**src/rtl/cordic_rotation_engine.sv**
```systemverilog
// Iterative rotation-mode CORDIC: one sample at a time, one micro-rotation per clock.
// Produces cos/sin magnitudes (Q1.14) of a pre-reduced Q2.13 angle. The quadrant negate
// flags travel with the sample.
module cordic_rotation_engine #(
    parameter int unsigned ITERATIONS = 14,
    parameter int unsigned GUARD      = 2
) (
    input  logic        Clk,
    input  logic        Rst,
    input  logic        In_valid,
    output logic        In_ready,
    input  logic [15:0] Angle_in,
    input  logic        Cos_negate_in,
    input  logic        Sin_negate_in,
    output logic        Out_valid,
    input  logic        Out_ready,
    output logic [15:0] Cordic_x_out,
    output logic [15:0] Cordic_y_out,
    output logic        Cos_negate_out,
    output logic        Sin_negate_out
);

    localparam int unsigned W = 16 + GUARD;
    // K * 2^14 pre-scaled into the guard-extended x register.
    localparam logic signed [W-1:0] XInit    = W'(9949 * (2 ** GUARD));
    localparam logic [3:0]          LastIter = 4'(ITERATIONS - 1);

    typedef enum logic [1:0] {StIdle, StRotate, StDone} state_e;

    state_e               state_q, state_d;
    logic signed [W-1:0]  x_q, x_d, y_q, y_d;
    logic signed [15:0]   z_q, z_d;
    logic [3:0]           i_q, i_d;
    logic                 cneg_q, cneg_d, sneg_q, sneg_d;
    logic [15:0]          xo_q, xo_d, yo_q, yo_d;
    logic                 cno_q, cno_d, sno_q, sno_d;

    logic signed [W-1:0]  x_sh, y_sh, x_rot, y_rot;
    logic signed [15:0]   atan_v, z_rot;

    // arctan(2^-i) in Q2.13
    function automatic logic signed [15:0] atan_lut(input logic [3:0] idx);
        case (idx)
            4'd0:    atan_lut = 16'sd6434;
            4'd1:    atan_lut = 16'sd3798;
            4'd2:    atan_lut = 16'sd2007;
            4'd3:    atan_lut = 16'sd1019;
            4'd4:    atan_lut = 16'sd511;
            4'd5:    atan_lut = 16'sd256;
            4'd6:    atan_lut = 16'sd128;
            4'd7:    atan_lut = 16'sd64;
            4'd8:    atan_lut = 16'sd32;
            4'd9:    atan_lut = 16'sd16;
            4'd10:   atan_lut = 16'sd8;
            4'd11:   atan_lut = 16'sd4;
            4'd12:   atan_lut = 16'sd2;
            4'd13:   atan_lut = 16'sd1;
            default: atan_lut = 16'sd0;
        endcase
    endfunction

    // Next-state, micro-rotation datapath and handshake outputs
    always_comb begin
        state_d = state_q;
        x_d     = x_q;
        y_d     = y_q;
        z_d     = z_q;
        i_d     = i_q;
        cneg_d  = cneg_q;
        sneg_d  = sneg_q;
        xo_d    = xo_q;
        yo_d    = yo_q;
        cno_d   = cno_q;
        sno_d   = sno_q;

        x_sh   = x_q >>> i_q;
        y_sh   = y_q >>> i_q;
        atan_v = atan_lut(i_q);
        // Rotate toward zero residual angle: d = +1 when z >= 0.
        if (!z_q[15]) begin
            x_rot = x_q - y_sh;
            y_rot = y_q + x_sh;
            z_rot = z_q - atan_v;
        end else begin
            x_rot = x_q + y_sh;
            y_rot = y_q - x_sh;
            z_rot = z_q + atan_v;
        end

        case (state_q)
            StIdle: begin
                if (In_valid) begin
                    x_d     = XInit;
                    y_d     = '0;
                    z_d     = Angle_in;
                    i_d     = 4'd0;
                    cneg_d  = Cos_negate_in;
                    sneg_d  = Sin_negate_in;
                    state_d = StRotate;
                end
            end
            StRotate: begin
                x_d = x_rot;
                y_d = y_rot;
                z_d = z_rot;
                i_d = i_q + 4'd1;
                if (i_q == LastIter) begin
                    // Drop the guard bits (truncating) straight into the output registers.
                    xo_d    = x_rot[W-1:GUARD];
                    yo_d    = y_rot[W-1:GUARD];
                    cno_d   = cneg_q;
                    sno_d   = sneg_q;
                    state_d = StDone;
                end
            end
            StDone: begin
                if (Out_ready) begin
                    state_d = StIdle;
                end
            end
            default: state_d = StIdle;
        endcase

        In_ready       = (state_q == StIdle);
        Out_valid      = (state_q == StDone);
        Cordic_x_out   = xo_q;
        Cordic_y_out   = yo_q;
        Cos_negate_out = cno_q;
        Sin_negate_out = sno_q;
    end

    // State and datapath registers; reset discards any in-flight sample
    always_ff @(posedge Clk) begin
        if (Rst) begin
            state_q <= StIdle;
            x_q     <= '0;
            y_q     <= '0;
            z_q     <= '0;
            i_q     <= '0;
            cneg_q  <= 1'b0;
            sneg_q  <= 1'b0;
            xo_q    <= '0;
            yo_q    <= '0;
            cno_q   <= 1'b0;
            sno_q   <= 1'b0;
        end else begin
            state_q <= state_d;
            x_q     <= x_d;
            y_q     <= y_d;
            z_q     <= z_d;
            i_q     <= i_d;
            cneg_q  <= cneg_d;
            sneg_q  <= sneg_d;
            xo_q    <= xo_d;
            yo_q    <= yo_d;
            cno_q   <= cno_d;
            sno_q   <= sno_d;
        end
    end

endmodule

```
**config.mk**
```make
export PLATFORM = sky130hd
export DESIGN_NAME = cordic_rotation_engine
export DESIGN_NICKNAME = d
export VERILOG_FILES = /design/src/rtl/cordic_rotation_engine.sv
export SDC_FILE = /design/constraint.sdc
export NUM_CORES = 1
export LEC_CHECK = 0
export ABC_AREA = 0
export CAP_MARGIN = 10
export CORE_AREA = 2 2 193 195
export CTS_CLUSTER_DIAMETER = 200
export DETAILED_ROUTE_END_ITERATION = 6
export DIE_AREA = 0 0 195 197
export PLACE_DENSITY_LB_ADDON = 0.15
export SLEW_MARGIN = 30
export SYNTH_ARGS = -nofsm -noshare
export SYNTH_HDL_FRONTEND = slang
export SYNTH_SLANG_ARGS = --single-unit
export TNS_END_PERCENT = 5
```
**constraint.sdc**
```tcl
create_clock -name Clk -period 13.01 [get_ports Clk]
set_clock_uncertainty 0.2 [all_clocks]
set_input_delay 3.2525 -clock Clk [delete_from_list [all_inputs] [get_ports Clk]]
set_output_delay 3.2525 -clock Clk [all_outputs]
set_load 0.1 [all_outputs]
```
# Yosys cells after proc, flatten, opt, wreduce, memory -nomap -nowiden
# Memory sizes are Yosys's and may differ from the RTL's. A register that Yosys moved wholly into a read port is not among the register bits.
# Cells that the tools add are included.
# totals
reg_bits	94
mem_bits_ro	208
inputBits	22
out_inout_bits	36
wordCells	50
memories	1
# memory_table
name	depth	width	read_ports	rd_clocked_by_memory_dff	wr	line_no	text
(name not given)	16	13	1	1	0	43	case (idx)
# op_classes
n_addsub	7
n_eq_ne	6
n_shift	2
n_mux	17
n_reduce_logical	6
# ops
operator	n
18-bit 2-to-1 mux	4
18-bit case mux with 2 select lines	2
18-bit adder	2
18-bit by 4-bit >>> shifter with 18-bit output	2
18-bit subtractor	2
16-bit 2-to-1 mux	2
16-bit case mux with 2 select lines	1
16-bit adder	1
16-bit subtractor	1
4-bit 2-to-1 mux	3
4-bit case mux with 2 select lines	1
2-bit 2-to-1 mux	3
2-bit case mux with 3 select lines	1
2-bit AND reduction	3
4-bit by 1-bit adder with 4-bit output (second input constant)	1
4-bit == test (second input constant)	1
2-bit != test (second input constant)	2
3-bit AND reduction	1
2-bit by 1-bit == test with 1-bit output (second input constant)	1
2-bit == test (second input constant)	1
2-bit logical NOT	1
2-bit by 1-bit != test with 1-bit output (second input constant)	1
2-bit nonzero test	1

# Depth between registers and ports, before layout
# logic_depth
ltp_word	5
depth_mapped	24
depth_no_buf	20

# Worst setup path before layout
# Ideal clock, no wire load.
# synth_path
kind	register to register
startpoint	register i_q[1]
endpoint	register x_q[17]
setup_time_ps	132
t_arrival_ps	5250
t_required_ps	12678
path_slack_ps	7428
stages_incl_launch_ff	23
n_path_buf	3
period_less_slack_ps	5582
cell_sequence	dfxtp_1 -> buf_6 -> buf_2 -> buf_2 -> mux4_2 -> and2_1 -> a31o_2 -> o21ai_0 -> ha_1 -> and2_1 -> a21oi_1 -> xor2_1 -> ha_1 -> and3_1 -> a2111oi_0 -> o21ai_0 -> a2111oi_0 -> o31ai_1 -> nor2_1 -> xnor2_1 -> xnor2_1 -> mux2i_1 -> a21oi_1
# synth_between
elab_chain_cells	4
# synth_rtl
item	line_no	text
from (decl)	33	logic [3:0] i_q, i_d;
from (signal assigned)	151	i_q <= i_d;
18-bit by 4-bit >>> shifter with 18-bit output *	77	y_sh = y_q >>> i_q;
18-bit subtractor or 18-bit adder (tied branches)	81, 85	
18-bit 2-to-1 mux *	80	if (!z_q[15]) begin
18-bit case mux with 2 select lines *	90	case (state_q)
to (signal assigned)	136	x_q <= '0;
to (signal assigned)	148	x_q <= x_d;
to (decl)	31	logic signed [W-1:0] x_q, x_d, y_q, y_d;
# Every way passes the cells marked *; elsewhere a longest branch is shown, timed or not.
# A chain may end at the register's enable or synchronous reset.

# Worst setup path in the final report
# Ends and elaborated chain as after synthesis.

==> results by group <==
Placement
  • GP Congestion: 0.821
  • Dpl hpwl: 20.8 mm
  • Place WS: 6.37 ns
  • Port Buf Inserts: 57

Synthesis
  • Synth cell count leaders: nand2_1, nor2_1, a21oi_1, dfxtp_1, ha_1
  • Post-synth top area cell: dfxtp_1
  • Unique cell type count in the Yosys netlist: 69
  • Number of flops mapped to enable cells by yosys: 0
  • Fraction of registers with async set/reset: 0%
  • Count leader, synth: nand2_1
  • Net Count, Synth: 1,201
  • Main area contributors after synthesis: dfxtp_1, mux4_2, ha_1
  • Flops & latches, synth: 107
  • YS warnings: 0
  • Syn Area/Cell: 8.04 µm²
  • Synthesized cell area: 8980 µm²
  • Syn Inst Count: 1,117
  • Sequential area share after synthesis: 23.9%
  • Yosys top cell area share: 23.9%
  • Ys flop type: dfxtp_1

Layout
  • # nets final: 1,215
  • Area grow syn2layout: 14.3%
  • Share of layout cells above drive strength 1: 8.54%
  • Ant. Diodes: 0

STA
  • Worst setup margin: 6.49 ns
  • Achievable frequency: 153 MHz
  • Min cycle time layout: 6.52 ns
  • Endpoints failing hold: 0
  • Worst-Margin Slew: 1.01 ns
  • Relative max-transition margin: 32.7%
  • # setup viols final: 0
  • Pins Over Slew Limit: 0
  • Fin Setup TNS: 0 ns
  • Final Cycle Share: 50.1%
  • RSZ-0062 raised after global routing: no
  • Worst-case hold slack: 0.250 ns

Global routing
  • GRT overflow: 0
  • Initial antenna violation count: 0
  • Vias in the first global route: 7,918
  • First-pass GRT wire length: 46.1 mm
  • Total track usage: 15.2%
  • Pin count of the biggest net entering global routing: 79

Pwr
  • Worst vdd rail ir drop: 0.0000840 V
  • Pwr/cell area: 217 nW/µm²
  • Static Leak: 3.93 nW

Die
  • DIE AREA: 38,400 µm²
  • Core area: 36,300 µm²
  • I/O Pins: 58
  • Initial Util: 24.8%
  • Die width: 195 µm
  • Die height: 197 µm
  • Core Rows: 70

Detailed routing
  • Drt drc: 0
  • Pre-antenna DRT Iters: 5
  • WL per Instance: 17.7 µm
  • Vias per cell: 5.05
  • Drt total wl: 28.5 mm
  • Iter 0 DRT Violations: 424
  • Antenna-violating nets left: 0
  • Via count: 8,108

Clock tree
  • CTS tree: built
  • Clk sink count: 107
  • Clk root buf: clkbuf_16
  • Post-CTS sizing: 0
  • Postcts setup bufs: 0
  • Clock-pin transition on the worst setup and hold timing paths: 0.08 ns
  • H-tree Lvls: 3
  • Hold buffer count at CTS: 0
  • Total CTS buffers: 9
  • Skew-Pair Late Insertion Delay: 0.37 ns
  • Worst-case clock buffer depth: 2

Setup path
  • Worst-path maximum fanout: 29
  • WP data required: 13.05 ns
  • Critical Path End Type: flop
  • Crit Path Category: flop to flop
  • Startpoint types: flop
  • Data arrival, critical path: 6.55 ns

Min path
  • Hold Crit Class: flop to flop

Outcome
  • Status: complete, no violations

Run
  • Max-Cap Viols: 0
## critical path, stage by stage, from the launching register on
cell       delay, ns
dfxtp_2         0.67
buf_4           0.46
mux4_2          0.58
and2_1          0.18
a31o_2          0.21
o21ai_0         0.22
ha_1            0.22
and2_1          0.19
a21oi_1         0.10
xor2_1          0.16
ha_1            0.34
and3_1          0.17
a2111oi_1       0.70
o21ai_0         0.32
a2111oi_0       0.71
o31ai_1         0.15
nor2_1          0.14
xnor2_1         0.18
xnor2_1         0.18
mux2i_1         0.20
a21oi_1         0.08
## logic make-up after synthesis
group,synth area share (%)
simple gates,21.7
flops,23.9
fa+ha+maj,8.89
compound gates,18.9
xor+xnor,7.90
mux,14.0
buf+inv,4.70
## registers in the layout (all words and copies together) (netlist names)
name,flops
Cos_negate_out,1
x_q,18
sneg_q,1
state_q,2
i_q,4
y_q,18
cneg_q,1
z_q,16
Cordic_x_out,16
atan_v,13
Sin_negate_out,1
Cordic_y_out,16
## layer usage
metal	GRT usage (%)	vias up	part of all wire, %
met5	0	-	0
met4	3.90	0	1.7
met3	1.90	22	2.5
met2	26.5	116	49
met1	19.8	3906	47
li1	-	4064	-
## area by class of cell
class	count	area, µm²
clock buffers	10	229
clock inverters	6	66.3
fillers	3999	26000
inverters	37	139
multi-input cells	904	6420
flip-flops and latches	107	2140
well taps	468	586
repair buffers	72	676
## through the flow
step / total power [mW] / instances / utilization [%] / area, µm²
2_1_floorplan: 1.58 / 1117 / - / 8980
3_3_place_gp: 1.95 / 1588 / 27.5 / 9970
5_1_grt: 2.44 / 1604 / 28.3 / 10300
6_report: 2.23 / 1604 / 28.3 / 10300
4_1_cts: 2.25 / 1604 / 28.3 / 10300
3_5_place_dp: 1.94 / 1588 / 27.5 / 9960
## power by group
| part | total, mW | internal, mW | switching (mW) |
|---|---|---|---|
| Clock | 0.288 | 0.150 | 0.138 |
| Combinational | 1.46 | 0.626 | 0.833 |
| Sequential | 0.478 | 0.377 | 0.102 |
| Total | 2.23 | 1.15 | 1.07 |
## final timing paths
path                            slack, ns  depth (start not counted)                     endpoint                 from
worst max-delay path                 6.49                         20         x_q[17]$_SDFFE_PP0P_  i_q[1]$_SDFFE_PP0P_
worst min-delay path                 0.25                          2  Cos_negate_out$_SDFFE_PP0P_  cneg_q$_SDFFE_PP0P_
worst max register to register       6.49                         20         x_q[17]$_SDFFE_PP0P_  i_q[1]$_SDFFE_PP0P_
worst min register to register       0.25                          2  Cos_negate_out$_SDFFE_PP0P_  cneg_q$_SDFFE_PP0P_
## placed cells by master, fill, tap and decap left out, types with 5 or more instances in the layout
cell / instances
a31o_2: 5
clkbuf_16: 9
a31oi_1: 20
a22oi_1: 6
xnor2_1: 47
nand3_1: 34
a311oi_1: 16
nand4b_1: 6
and2_1: 13
nor2_1: 121
o21ai_0: 39
and3_1: 5
inv_1: 36
buf_4: 16
a21o_1: 19
mux2i_1: 18
clkdlybuf4s50_1: 55
dfxtp_1: 105
o31ai_1: 7
o21a_1: 5
mux4_1: 8
mux2_2: 11
nand3b_1: 5
xor2_1: 34
nor3b_1: 5
ha_1: 59
nor2b_1: 11
nor3_1: 36
a21oi_1: 115
mux4_2: 33
nand2b_1: 5
nand2_1: 150
Power figures use the tool's default switching activity.
